$ cat src/rtl/stopwatch_pkg.sv
// Shared types for the stopwatch command controller: command encoding,
// controller states and the post-accept busy phase.
package stopwatch_pkg;

    typedef enum logic [1:0] {
        CMD_START = 2'd0,
        CMD_STOP  = 2'd1,
        CMD_CLEAR = 2'd2,
        CMD_LAP   = 2'd3
    } cmd_e;

    typedef enum logic [1:0] {
        ST_INIT  = 2'd0,
        ST_IDLE  = 2'd1,
        ST_RUN   = 2'd2,
        ST_PAUSE = 2'd3
    } state_e;

    // PH_NONE means free to arbitrate; PULSE/GAP follow every accept.
    typedef enum logic [1:0] {
        PH_NONE  = 2'd0,
        PH_PULSE = 2'd1,
        PH_GAP   = 2'd2
    } phase_e;

    typedef enum logic {
        RR_HOST = 1'b0,
        RR_BTN  = 1'b1
    } rr_e;

endpackage

$ cat src/rtl/stopwatch_ctrl_lap_fifo.sv
// Lap capture FIFO: power-of-two depth, synchronous flush that beats both
// push and pop, head forced to zero while empty.
module lap_fifo #(
    parameter int DATA_WIDTH = 16,
    parameter int LAP_DEPTH  = 4
) (
    input  logic                  clk_i,
    input  logic                  rst_i,
    input  logic                  flush_i,
    input  logic                  push_i,
    input  logic [DATA_WIDTH-1:0] push_data_i,
    input  logic                  pop_i,
    output logic                  valid_o,
    output logic [DATA_WIDTH-1:0] data_o,
    output logic                  full_o
);

    localparam int AW = $clog2(LAP_DEPTH);
    localparam logic [AW:0] PTR_ONE = (AW+1)'(1);

    logic [DATA_WIDTH-1:0] mem_q [LAP_DEPTH];
    logic [AW:0]           wr_q, wr_d;
    logic [AW:0]           rd_q, rd_d;
    logic                  empty;
    logic                  do_push;
    logic                  do_pop;

    assign empty  = (wr_q == rd_q);
    assign full_o = (wr_q[AW] != rd_q[AW]) && (wr_q[AW-1:0] == rd_q[AW-1:0]);

    // A pop frees a slot in the same cycle, so push at full is allowed with it.
    assign do_pop  = pop_i && !empty && !flush_i;
    assign do_push = push_i && (!full_o || do_pop) && !flush_i;

    always_comb begin
        wr_d = wr_q;
        rd_d = rd_q;
        if (flush_i) begin
            wr_d = '0;
            rd_d = '0;
        end else begin
            if (do_push) wr_d = wr_q + PTR_ONE;
            if (do_pop)  rd_d = rd_q + PTR_ONE;
        end
    end

    always_ff @(posedge clk_i or posedge rst_i) begin
        if (rst_i) begin
            wr_q <= '0;
            rd_q <= '0;
        end else begin
            wr_q <= wr_d;
            rd_q <= rd_d;
        end
    end

    always_ff @(posedge clk_i) begin
        if (do_push) mem_q[wr_q[AW-1:0]] <= push_data_i;
    end

    assign valid_o = !empty;
    assign data_o  = empty ? '0 : mem_q[rd_q[AW-1:0]];

endmodule

$ cat src/rtl/stopwatch_ctrl.sv
// Command controller for the stopwatch timer: round-robin arbitration of
// host/panel commands, single-cycle timer pulses and lap capture.
import stopwatch_pkg::*;

module stopwatch_ctrl #(
    parameter int DATA_WIDTH = 16,
    parameter int LAP_DEPTH  = 4
) (
    input  logic                  clk,
    input  logic                  reset,
    input  logic                  host_valid,
    input  logic [1:0]            host_cmd,
    output logic                  host_ready,
    input  logic                  btn_valid,
    input  logic [1:0]            btn_cmd,
    output logic                  btn_ready,
    input  logic [DATA_WIDTH-1:0] sw_count,
    output logic                  sw_start,
    output logic                  sw_stop,
    output logic                  sw_reset,
    output logic                  lap_valid,
    output logic [DATA_WIDTH-1:0] lap_data,
    input  logic                  lap_ready,
    output logic                  running,
    output logic                  paused,
    output logic                  lap_overflow,
    output logic                  err_illegal,
    output state_e                dbg_state
);

    // Handshake: a command transfers on a cycle where valid and ready are both
    // high; ready is combinational and only the granted source sees it.

    state_e state_q, state_d, pend_q, pend_d, target;
    phase_e phase_q, phase_d;
    rr_e    rr_q, rr_d;

    logic start_q, start_d;
    logic stop_q, stop_d;
    logic rst_q, rst_d;
    logic err_q, err_d;
    logic run_q, run_d;
    logic pause_q, pause_d;
    logic ovf_q, ovf_d;

    logic can_arb, grant_host, grant_btn, accept;
    cmd_e cmd;
    logic fifo_push, fifo_flush, fifo_pop, fifo_full;

    always_comb begin
        can_arb    = (state_q != ST_INIT) && (phase_q == PH_NONE);
        grant_host = can_arb && host_valid && (!btn_valid || rr_q == RR_HOST);
        grant_btn  = can_arb && btn_valid && (!host_valid || rr_q == RR_BTN);
        accept     = grant_host || grant_btn;
        cmd        = cmd_e'(grant_host ? host_cmd : btn_cmd);
        rr_d       = rr_q;
        if (grant_host)     rr_d = RR_BTN;
        else if (grant_btn) rr_d = RR_HOST;
    end

    always_ff @(posedge clk or posedge reset) begin
        if (reset) begin
            state_q <= ST_INIT;
            pend_q  <= ST_INIT;
            phase_q <= PH_NONE;
            rr_q    <= RR_HOST;
            start_q <= 1'b0;
            stop_q  <= 1'b0;
            rst_q   <= 1'b0;
            err_q   <= 1'b0;
            run_q   <= 1'b0;
            pause_q <= 1'b0;
            ovf_q   <= 1'b0;
        end else begin
            state_q <= state_d;
            pend_q  <= pend_d;
            phase_q <= phase_d;
            rr_q    <= rr_d;
            start_q <= start_d;
            stop_q  <= stop_d;
            rst_q   <= rst_d;
            err_q   <= err_d;
            run_q   <= run_d;
            pause_q <= pause_d;
            ovf_q   <= ovf_d;
        end
    end

    // The resulting state is latched at accept and only committed after GAP.
    always_comb begin
        state_d = state_q;
        phase_d = phase_q;
        pend_d  = pend_q;
        case (phase_q)
            PH_NONE: begin
                if (state_q == ST_INIT) begin
                    phase_d = PH_PULSE;
                    pend_d  = ST_IDLE;
                end else if (accept) begin
                    phase_d = PH_PULSE;
                    pend_d  = target;
                end
            end
            PH_PULSE: phase_d = PH_GAP;
            PH_GAP: begin
                phase_d = PH_NONE;
                state_d = pend_q;
            end
            default: phase_d = PH_NONE;
        endcase
    end

    always_comb begin
        start_d    = 1'b0;
        stop_d     = 1'b0;
        rst_d      = 1'b0;
        err_d      = 1'b0;
        run_d      = run_q;
        pause_d    = pause_q;
        ovf_d      = ovf_q;
        fifo_push  = 1'b0;
        fifo_flush = 1'b0;
        target     = state_q;
        if (state_q == ST_INIT && phase_q == PH_NONE) begin
            rst_d = 1'b1;
        end else if (accept) begin
            case (cmd)
                CMD_START: begin
                    if (state_q == ST_RUN) begin
                        err_d = 1'b1;
                    end else begin
                        start_d = 1'b1;
                        run_d   = 1'b1;
                        pause_d = 1'b0;
                        target  = ST_RUN;
                    end
                end
                CMD_STOP: begin
                    if (state_q == ST_RUN) begin
                        stop_d  = 1'b1;
                        run_d   = 1'b0;
                        pause_d = 1'b1;
                        target  = ST_PAUSE;
                    end else begin
                        err_d = 1'b1;
                    end
                end
                CMD_CLEAR: begin
                    rst_d      = 1'b1;
                    fifo_flush = 1'b1;
                    ovf_d      = 1'b0;
                    run_d      = 1'b0;
                    pause_d    = 1'b0;
                    target     = ST_IDLE;
                end
                default: begin
                    if (state_q == ST_IDLE) begin
                        err_d = 1'b1;
                    end else if (fifo_full && !fifo_pop) begin
                        ovf_d = 1'b1;
                    end else begin
                        fifo_push = 1'b1;
                    end
                end
            endcase
        end
    end

    assign fifo_pop = lap_valid && lap_ready;

    lap_fifo #(
        .DATA_WIDTH(DATA_WIDTH),
        .LAP_DEPTH (LAP_DEPTH)
    ) u_lap_fifo (
        .clk_i      (clk),
        .rst_i      (reset),
        .flush_i    (fifo_flush),
        .push_i     (fifo_push),
        .push_data_i(sw_count),
        .pop_i      (fifo_pop),
        .valid_o    (lap_valid),
        .data_o     (lap_data),
        .full_o     (fifo_full)
    );

    assign host_ready   = grant_host;
    assign btn_ready    = grant_btn;
    assign sw_start     = start_q;
    assign sw_stop      = stop_q;
    assign sw_reset     = rst_q;
    assign err_illegal  = err_q;
    assign running      = run_q;
    assign paused       = pause_q;
    assign lap_overflow = ovf_q;
    assign dbg_state    = state_q;

endmodule
$ cat config.mk
export PLATFORM = sky130hd
export DESIGN_NAME = stopwatch_ctrl
export DESIGN_NICKNAME = d
export VERILOG_FILES = /design/src/rtl/stopwatch_pkg.sv /design/src/rtl/stopwatch_ctrl_lap_fifo.sv /design/src/rtl/stopwatch_ctrl.sv
export SDC_FILE = /design/constraint.sdc
export NUM_CORES = 1
export LEC_CHECK = 0
export ABC_AREA = 1
export BUFFER_PORTS_ARGS = -buffer_cell sky130_fd_sc_hd__buf_2
export CORE_ASPECT_RATIO = 0.8
export CORE_MARGIN = 4
export CORE_UTILIZATION = 45
export DETAILED_ROUTE_END_ITERATION = 12
export PLACE_DENSITY_LB_ADDON = 0.05
export REMOVE_ABC_BUFFERS = 1
export SYNTH_ARGS = -nofsm -noshare
export SYNTH_HDL_FRONTEND = slang
export SYNTH_SLANG_ARGS = --single-unit
$ cat constraint.sdc
create_clock -name clk -period 2.86 [get_ports clk]
set_clock_uncertainty 0.1 [all_clocks]
set_input_delay 0 -clock clk [delete_from_list [all_inputs] [get_ports clk]]
set_output_delay 0 -clock clk [all_outputs]
set_load 0.02 [all_outputs]
# Word-level counts from Yosys, hierarchy flattened
# Memories as Yosys holds them, arrays and structs flattened.
# Index checks and enable logic that the tools add are counted.
# Widths: inputs -> output; s select.
word_totals:
  n_memories: 1
  reg_bits: 20
  output_inout_bits: 28
  inputBits: 25
  elab_cells: 119
  mem_bits_rw: 64
mem_list:
  columns: ["memory", "depth", "word_bits", "rd", "rd_ports_with_merged_regs", "write_ports", "line", "rtl"]
  rows:
  - ["u_lap_fifo.mem_q", 4, 16, 1, 0, 1, "stopwatch_ctrl_lap_fifo.sv:21", "logic [DATA_WIDTH-1:0] mem_q [LAP_DEPTH];"]
classes:
  n_reduce_logical: 38
  n_bitwise: 3
  mux: 49
  addsub: 2
  n_eq_ne: 13
op_table:
  columns: ["op", "count"]
  rows:
  - ["$mux 1", 30]
  - ["$mux 16", 1]
  - ["$mux 2", 8]
  - ["$logic_and 1x1->1", 13]
  - ["$mux 3", 4]
  - ["$reduce_bool 2->1", 6]
  - ["$reduce_and 5->1", 2]
  - ["$pmux 1 s3", 3]
  - ["$add 3x1->3 const B", 2]
  - ["$eq 2x1->1 const B", 3]
  - ["$eq 2x2->1 const B", 3]
  - ["$logic_not 1->1", 6]
  - ["$logic_not 2->1", 3]
  - ["$pmux 2 s3", 1]
  - ["$logic_or 1x1->1", 4]
  - ["$ne 2x2->1 const B", 2]
  - ["$pmux 2 s2", 1]
  - ["$eq 3x3->1", 1]
  - ["$ne 3x2->1 const B", 1]
  - ["$not 1->1", 3]
  - ["$reduce_bool 3->1", 1]
  - ["$reduce_or 3->1", 1]
  - ["$eq 2x2->1", 1]
  - ["$ne 2x1->1 const B", 1]
  - ["other kinds (4)", 4]

# Logic depth before layout (Yosys ltp)
# Gate-level depths: netlist of the first run.
depth:
  depth_word: 16
  depth_mapped: 11
  depth_no_buf: 11

# Hierarchy
# Synthesis of the first run repeated with hierarchy kept, for this count alone.
unflattened:
  cells_unflattened: 342
  area_unflattened_um2: 3749.8
modules_own_cells:
  columns: ["mod", "cells_each", "instances", "seq_area_each_um2", "area_each_um2"]
  rows:
  - ["lap_fifo", 250, 1, 2072.0, 2999.1]
  - ["stopwatch_ctrl", 92, 1, 350.3, 750.7]

# Worst setup path after synthesis of the first run
# No wires, ideal clock.
synth_timing:
  kind: "flip-flop to flip-flop"
  startpoint: "reg state_q[0], in the netlist dbg_state[0]"
  endpoint: "mem u_lap_fifo.mem_q[0][0], enable pin"
  synth_period_minus_slack_ps: 2578
  slack_ps: 282
  path_buffers: 0
  t_arrival_ps: 2089
  setup_time_ps: 389
  t_required_ps: 2371
  path_stages_with_launch: 9
  path_cell_list: "dfrtp_1 > nor2_2 > inv_1 > nand2_1 > nor2_2 > nor2_4 > nor2_4 > nand4_4 > nor2_1"
synth_via:
  elab_cells_between_ends: 29
  cone_classes: "eq/ne: 3; mux: 10; reduce/logical: 16"
synth_lines:
  columns: ["element", "line", "rtl"]
  rows:
  - ["start: declaration", "stopwatch_ctrl.sv:34", "state_e state_q, state_d, pend_q, pend_d, target;"]
  - ["start signal: assignment", "stopwatch_ctrl.sv:75", "state_q <= state_d;"]
  - ["$reduce_bool 2->1 *", "stopwatch_ctrl.sv:51", "can_arb = (state_q != ST_INIT) && (phase_q == PH_NONE);"]
  - ["$logic_and 1x1->1 *", "stopwatch_ctrl.sv:51", null]
  - ["$logic_and 1x1->1 * (2 in a row)", "stopwatch_ctrl.sv:53", "grant_btn = can_arb && btn_valid && (!host_valid || rr_q == RR_BTN);"]
  - ["named net btn_ready", "stopwatch_ctrl.sv:16", "output logic btn_ready,"]
  - ["$logic_or 1x1->1 *", "stopwatch_ctrl.sv:54", "accept = grant_host || grant_btn;"]
  - ["$mux 1", "stopwatch_ctrl.sv:126", "end else if (accept) begin"]
  - ["$mux 1", "stopwatch_ctrl.sv:124", "if (state_q == ST_INIT && phase_q == PH_NONE) begin"]
  - ["$logic_not 1->1", "stopwatch_ctrl_lap_fifo.sv:32, stopwatch_ctrl_lap_fifo.sv:33", null]
  - ["$logic_and 1x1->1", "stopwatch_ctrl_lap_fifo.sv:32", "assign do_pop = pop_i && !empty && !flush_i;"]
  - ["$logic_or 1x1->1", "stopwatch_ctrl_lap_fifo.sv:33", "assign do_push = push_i && (!full_o || do_pop) && !flush_i;"]
  - ["$logic_and 1x1->1", "stopwatch_ctrl_lap_fifo.sv:33", null]
  - ["$logic_and 1x1->1 *", "stopwatch_ctrl_lap_fifo.sv:33", null]
  - ["$mux 1 *", "stopwatch_ctrl_lap_fifo.sv:58", "if (do_push) mem_q[wr_q[AW-1:0]] <= push_data_i;"]
  - ["$mux 1 (not written as such) *", "stopwatch_ctrl_lap_fifo.sv:58", null]
  - ["end: declaration", "stopwatch_ctrl_lap_fifo.sv:21", null]
# Mark *: on every way through the listed nets, which the timed path passes. The rest lies on a longest branch.

# Worst setup path after layout of the first run
layout_timing:
  startpoint: "reg rr_q"
  endpoint: "mem u_lap_fifo.mem_q[2][4], enable pin"
layout_via:
  elab_chain_len: 15
  elab_cells_between_ends: 24
  cone_classes: "eq/ne: 2; mux: 9; bitwise: 1; reduce/logical: 12"
layout_lines:
  columns: ["element", "line", "rtl"]
  rows:
  - ["start: declaration", "stopwatch_ctrl.sv:36", "rr_e rr_q, rr_d;"]
  - ["start signal: assignment", "stopwatch_ctrl.sv:78", "rr_q <= rr_d;"]
  - ["$not 1->1", "stopwatch_ctrl.sv:52", "grant_host = can_arb && host_valid && (!btn_valid || rr_q == RR_HOST);"]
  - ["$logic_or 1x1->1", "stopwatch_ctrl.sv:52", null]
  - ["$logic_and 1x1->1", "stopwatch_ctrl.sv:52", null]
  - ["$mux 2", "stopwatch_ctrl.sv:55", "cmd = cmd_e'(grant_host ? host_cmd : btn_cmd);"]
  - ["$eq 2x2->1", "stopwatch_ctrl.sv:127", "case (cmd)"]
  - ["$mux 1", "stopwatch_ctrl.sv:127", null]
  - ["$mux 1", "stopwatch_ctrl.sv:126", null]
  - ["$mux 1", "stopwatch_ctrl.sv:124", null]
  - ["$logic_not 1->1", "stopwatch_ctrl_lap_fifo.sv:32, stopwatch_ctrl_lap_fifo.sv:33", null]
  - ["$logic_and 1x1->1", "stopwatch_ctrl_lap_fifo.sv:32", null]
  - ["$logic_or 1x1->1", "stopwatch_ctrl_lap_fifo.sv:33", null]
  - ["$logic_and 1x1->1", "stopwatch_ctrl_lap_fifo.sv:33", null]
  - ["$logic_and 1x1->1 *", "stopwatch_ctrl_lap_fifo.sv:33", null]
  - ["$mux 1 *", "stopwatch_ctrl_lap_fifo.sv:58", null]
  - ["$mux 1 (not written as such) *", "stopwatch_ctrl_lap_fifo.sv:58", null]
# Mark *: on every way between the ends. The rest lies on a longest branch, timed or not.

==> metrics, run 1 <==
CTS clk-pin slew, worst paths 0.08 ns; H-tree Lvls 3; Congestion Overflow GR 0; Worst Hold Class input port to flop; cell area after synthesis 3700 um2; Critical Path RT 2.79 ns; critical path's most frequent cell nand2_4; CP Capture Type flop; TritonCTS Sinks 84; Setup Total Neg Slack 0 ns; worst skew pair latency 0.35 ns; synthesized flop and latch total 84; Pleak 2.02 nW; DR pass1 iterations 4; total power after layout 4.71 mW; sw power 1.93 mW; HPWL Detailed 4790 um; share of cells above drive strength 1 0.215; initial antenna violation count 0; I/O pin cnt 53; slowest library cell on the worst path dlygate4sd3_1; internal power 2.78 mW; Finished Cell Area 4560 um2; combinational power share 0.441; Area growth syn-to-layout 23.2%; Initial Util 0.464; DRC viols 0; largest net degree at the start of global routing 36; Synth warnings 0; status completed; fin crit share 0.902; # fillers 721; met2 wire length 3180 um; Tightest Pin Transition 0.824 ns; CTS tree built; unrepaired setup endpoints after global routing false; switching share of power 0.410; cells along the critical path a21oi_4 > dlygate4sd3_1 > nand2_4 > nand2_4 > nand2_4 > nor2_4 > nand4_4 > nor2_1 > buf_4; r2r setup slk 0.28 ns; WL met1 3780 um; PwrDens 1030 nW/um2; Max Freq 0.388 GHz; worst-path maximum fanout 16; total track usage 0.169; ant diodes 0; Port Buffers 52; DIE WIDTH 109 um; Clock power frac 0.231; Worst Path Arrival 2.51 ns; Sequential Area 2420 um2; Max-cap violations 0; Num CTS Buffers 9; multi-input logic area 1050 um2; clock root cell clkbuf_8; Sequential Power Share 0.328; Setup-failing EPs final 0; Fin. Hold Viols 0; RePlAce Congestion 0.832; final wirelength 7400 um; CTS Buffer Depth 2; Max Slew Vio Count 0; WL per Instance 13.9 um; CP Class flop to flop; count of different cell masters after synthesis 27; Syn Inst Count 340; vias 2,501; die footprint 9750 um2; Startpoint Class flop; Area after DPL 4100 um2; die height 89.1 um; Max VDD drop 834 uV; Mapped Avg Cell Area 10.9 um2; top layer in use met4; met3 wire len 375 um; Core ar. 7980 um2; Slew HR 0.450; worst hold slack 0.0258 ns; vias in the first global route 2,387; slowest stage delay, CP 0.63 ns; most frequent cells in the layout 64 x nor2_1, 64 x edfxtp_1, 52 x nand2_1, 52 x buf_2, 45 x inv_1; Rows 29; CTS resizes 0; ANT nets after route 0; register area share after synthesis 0.654; DR vias/cell 4.71; first-pass GRT wire length 12,200 um; Final #Nets 448; Final min period 2.58 ns; Initial DRC Count 103
## timing repair
action | in CTS | in global routing
hold buffers | 20 | 0
hold endpoints to repair | 88 | 0
buffers inserted | 0 | 0
## area by class of cell
type,count,area share
Clock buffer,10,0.0280
Clock inverter,6,0.0296
Inverter,47,0.0387
Multi-Input combinational cell,197,0.231
Sequential cell,84,0.531
Tap cell,108,0.0296
Timing Repair Buffer,79,0.112
## registers in the layout (all words and copies together) (netlist names), 2 cells and up
register          cells
dbg_state             2
u_lap_fifo.wr_q       3
u_lap_fifo.rd_q       3
phase_q               2
u_lap_fifo.mem_q     64
pend_q                2
## metrics by stage
stage,setup slack (ns),util,instances
floorplan,0.263,-,328
global placement,0.818,0.514,495
global route,0.131,0.572,531
detailed placement,0.778,0.514,495
CTS,0.284,0.572,531
finish,0.282,0.572,531
## synthesized netlist by cell type
cell type	instances	area share
a21oi_1	3	0.0041
a21oi_4	1	0.0044
a31oi_1	1	0.0017
buf_1	3	0.0030
buf_2	4	0.0054
clkbuf_1	5	0.0051
dfrtp_1	20	0.14
edfxtp_1	64	0.52
ha_1	5	0.017
inv_1	45	0.046
inv_2	2	0.0020
nand2_1	52	0.053
nand2_2	2	0.0034
nand2_4	4	0.012
nand3_1	11	0.015
nand3_2	1	0.0027
nand3b_1	1	0.0020
nand4_1	2	0.0034
nand4_4	1	0.0057
nor2_1	64	0.065
nor2_2	2	0.0034
nor2_4	5	0.015
o21ai_0	21	0.028
o22ai_1	1	0.0017
o32ai_1	16	0.038
xnor2_1	3	0.0071
xor2_1	1	0.0024
## cell families after synthesis
| kind of cell | Yosys count | synth area share |
|---|---|---|
| compound gates | 43 | 0.0780 |
| xor+xnor | 4 | 0.00946 |
| simple gates | 145 | 0.180 |
| buf+inv | 59 | 0.0611 |
| flops | 84 | 0.654 |
| fa+ha+maj | 5 | 0.0169 |
## final timing paths
kind	from	end	cells after the start
setup / recovery	rr_q	u_lap_fifo.mem_q[2][4]	9
hold / removal	btn_cmd[1]	pend_q[0]	6
setup reg to reg	rr_q	u_lap_fifo.mem_q[2][4]	9
hold reg to reg	phase_q[1]	phase_q[1]	1
max in group asynchronous	reset	dbg_state[1]	3
min in group asynchronous	reset	dbg_state[0]	3
## per-layer routing
| layer | track usage | up-vias |
|---|---|---|
| li1 | - | 1290 |
| met1 | 0.246 | 1144 |
| met2 | 0.247 | 60 |
| met3 | 0.0527 | 7 |
| met4 | 0.0476 | 0 |
| met5 | 0 | - |
## power groups by stage
stage / logic, mW / registers, mW / clock network, mW
floorplan: 1.31 / 1.68 / 0
global placement: 2.07 / 1.56 / 0
detailed placement: 2.08 / 1.57 / 0
CTS: 2.10 / 1.54 / 1.11
global route: 2.36 / 1.56 / 1.18
finish: 2.07 / 1.54 / 1.09
## critical path: cells and delay by family (launching register included)
| kind | cells | cell delay (ns) |
|---|---|---|
| buf+inv | 2 | 0.91 |
| flops | 1 | 0.43 |
| simple gates | 6 | 0.64 |
| compound gates | 1 | 0.18 |
Note: power is estimated with default switching activity, not from simulation.
==> inputs of run 2 (changes only) <==
--- a/config.mk
+++ b/config.mk
@@ -5,7 +5,7 @@
 export SDC_FILE = /design/constraint.sdc
 export NUM_CORES = 1
 export LEC_CHECK = 0
-export ABC_AREA = 1
+export ABC_AREA = 0
 export BUFFER_PORTS_ARGS = -buffer_cell sky130_fd_sc_hd__buf_2
 export CORE_ASPECT_RATIO = 0.8
 export CORE_MARGIN = 4
==> metrics, run 2 <==
Max-cap violations 0 (unchanged); DRC viols 0 (unchanged); WL per Instance 16.5 um (+18%); cell area after synthesis 3580 um2 (-3.2%); Syn Inst Count 214 (-37%); worst skew pair latency 0.35 ns (about the same); Mapped Avg Cell Area 16.8 um2 (+54%); status completed; Max Freq 0.403 GHz (+3.9%); DIE WIDTH 108 um (-1.5%); largest net degree at the start of global routing 21 (-42%); first-pass GRT wire length 11,000 um (-9.8%); vias in the first global route 2,060 (-14%); CTS clk-pin slew, worst paths 0.09 ns (about the same); commonest cells in the netlist 64 x edfxtp_1, 20 x and2_1, 20 x dfrtp_1; Initial Util 0.474 (+0.00976); Max VDD drop 458 uV (-45%); Clock power frac 0.213 (-0.018); share of cells above drive strength 1 0.342 (+0.127); Sequential Power Share 0.375 (+0.047); PwrDens 931 nW/um2 (-9.7%); Worst Path Arrival 2.44 ns (-0.07 ns); synthesized flop and latch total 84 (unchanged); I/O pin cnt 53 (unchanged); CTS Buffer Depth 2 (unchanged); RePlAce Congestion 0.819 (-1.5%); register area share after synthesis 0.676 (+0.0217); CTS resizes 0 (unchanged); pre-CTS WS 0.392 ns (-0.386 ns); Setup Total Neg Slack 0 ns (unchanged); Top FF cell, synth edfxtp_1; clock root cell clkbuf_8; share of the synthesized area in the top cell type 0.536 (+0.0172); fraction of registers with async set/reset 0.238 (unchanged); DR pass1 iterations 4 (unchanged); setup ws final 0.379 ns (+0.0978 ns); total power after layout 4.17 mW (-11%); # Post-CTS Setup Buffers 0 (unchanged); Setup-failing EPs final 0 (unchanged); Pleak 1.75 nW (-14%); fin crit share 0.867 (-0.0342); CTS Hold Bufs 25 (+25%); Initial DRC Count 105 (+1.9%); Largest register FFs 64 (unchanged); count leader, synth edfxtp_1; unrepaired setup endpoints after global routing false; Finished Cell Area 4480 um2 (-1.9%); Critical Path RT 2.82 ns (+0.03 ns); sw power 1.51 mW (-22%); Fin. Hold Viols 0 (unchanged); Worst Hold Class input port to flop; switching share of power 0.363 (-0.0471); initial antenna violation count 0 (unchanged); Core ar. 7570 um2 (-5.2%); CP Capture Type flop; count of different cell masters after synthesis 45 (+67%); Tightest Pin Transition 0.838 ns (+0.0141 ns); Rows 28 (-3.4%); most frequent cells in the layout 64 x edfxtp_1, 52 x buf_2, 25 x dlygate4sd3_1; final wirelength 6850 um (-7.5%); combinational power share 0.413 (-0.028); r2r setup slk 0.38 ns (+0.10 ns); Congestion Overflow GR 0 (unchanged); Max Slew Vio Count 0 (unchanged); commonest non-fill, non-tap cell in the layout edfxtp_1; total track usage 0.158 (-0.0118); TritonCTS Sinks 84 (unchanged); vias 2,074 (-17%); CP Class flop to flop; Port Buffers 52 (unchanged); Final min period 2.48 ns (-0.0978 ns); die footprint 9470 um2 (-3.0%); Num CTS Buffers 9 (unchanged); ant diodes 0 (unchanged); ANT nets after route 0 (unchanged); CTS tree built; Startpoint Class flop; die height 87.8 um (-1.5%); DR vias/cell 5.00 (+6.1%); Synth warnings 0 (unchanged); Area growth syn-to-layout 25.0%; EDFF count, synth 64 (unchanged); Synth area leader edfxtp_1; HPWL Detailed 4590 um (-4.2%); Area contributors post-synth edfxtp_1 54%, dfrtp_1 14%, mux4_2 10%, and2_1 3.5%, ha_1 1.7%; Final #Nets 335 (-25%); Area after DPL 4010 um2 (-2.1%); H-tree Lvls 3 (unchanged); # fillers 619 (-14%); internal power 2.66 mW (-4.3%); Slew HR 0.441 (-0.00940); worst-path maximum fanout 9 (-7)
[run 2: changes by cell type after synthesis, sizes merged, moves of 16 or more]
cell   delta
mux4     +16
and2     +20
inv      -37
o32ai    -16
nand2    -53
nor2     -60
[run 2: worst paths after layout]
path                              start                 endpoint  cells after the start
max reg2reg                dbg_state[0]  u_lap_fifo.mem_q[3][15]                      6
min in group asynchronous         reset                 sw_reset                      3
max in group asynchronous         reset       u_lap_fifo.rd_q[1]                      3
min reg2reg                   pend_q[0]             dbg_state[0]                      1
min                           btn_valid                pend_q[1]                      3
max                        dbg_state[0]  u_lap_fifo.mem_q[3][15]                      6
[run 2: routing by layer]
layer  track usage  routed length (um)  vias to the layer above
met5             0                   0                        -
met4        0.0447                  75                        0
met3        0.0398                 232                        8
met2         0.223                3000                       44
met1         0.242                3540                     1018
li1              -                   -                     1004
[run 2: power groups by stage]
stage                     clock network (mW)  logic, mW  registers, mW
after floorplan                            0       1.05           1.70
after global placement                     0       1.71           1.58
after detailed placement                   0       1.70           1.59
after CTS                              0.911       1.75           1.56
after global routing                   0.970       1.87           1.58
final                                  0.886       1.72           1.56
[run 2: cell type report]
cell class / count / area [um2] / share of cell area
inverters: 10 / 37.5 / 0.00838
clock inverters: 6 / 66.3 / 0.0148
multi-input cells: 114 / 1090 / 0.244
well taps: 105 / 131 / 0.0293
repair buffers: 86 / 578 / 0.129
clock buffers: 10 / 149 / 0.0332
flip-flops and latches: 84 / 2420 / 0.541
[run 2: cells by family (layout without fill, tap and decap cells)]
family / count (synthesis) / in the layout / synth area share
AOI/OAI and AO/OA: 26 / 26 / 0.0499
xor gates and xnor gates: 5 / 5 / 0.0122
adders and majority gates: 5 / 5 / 0.0175
buffers and inverters: 16 / 112 / 0.0188
DFF: 84 / 84 / 0.676
muxes: 24 / 24 / 0.125
and+or+nand+nor: 54 / 54 / 0.101
[run 2: worst max-delay path, cell delays in order (launching register included)]
cell,delay (ns)
dfrtp_1,0.54
nor2_4,0.11
or4_4,0.55
nor2_4,0.15
and3_4,0.22
and2_1,0.31
buf_4,0.22
[run 2: per-stage QoR]
| stage | utilization | cells | hold WS, ns |
|---|---|---|---|
| after global placement | 0.530 | 374 | 0.102 |
| after floorplan | - | 208 | -0.136 |
| final | 0.592 | 415 | 0.0215 |
| after CTS | 0.592 | 415 | 0.0141 |
| after global routing | 0.592 | 415 | 0.0384 |
| after detailed placement | 0.530 | 374 | 0.107 |
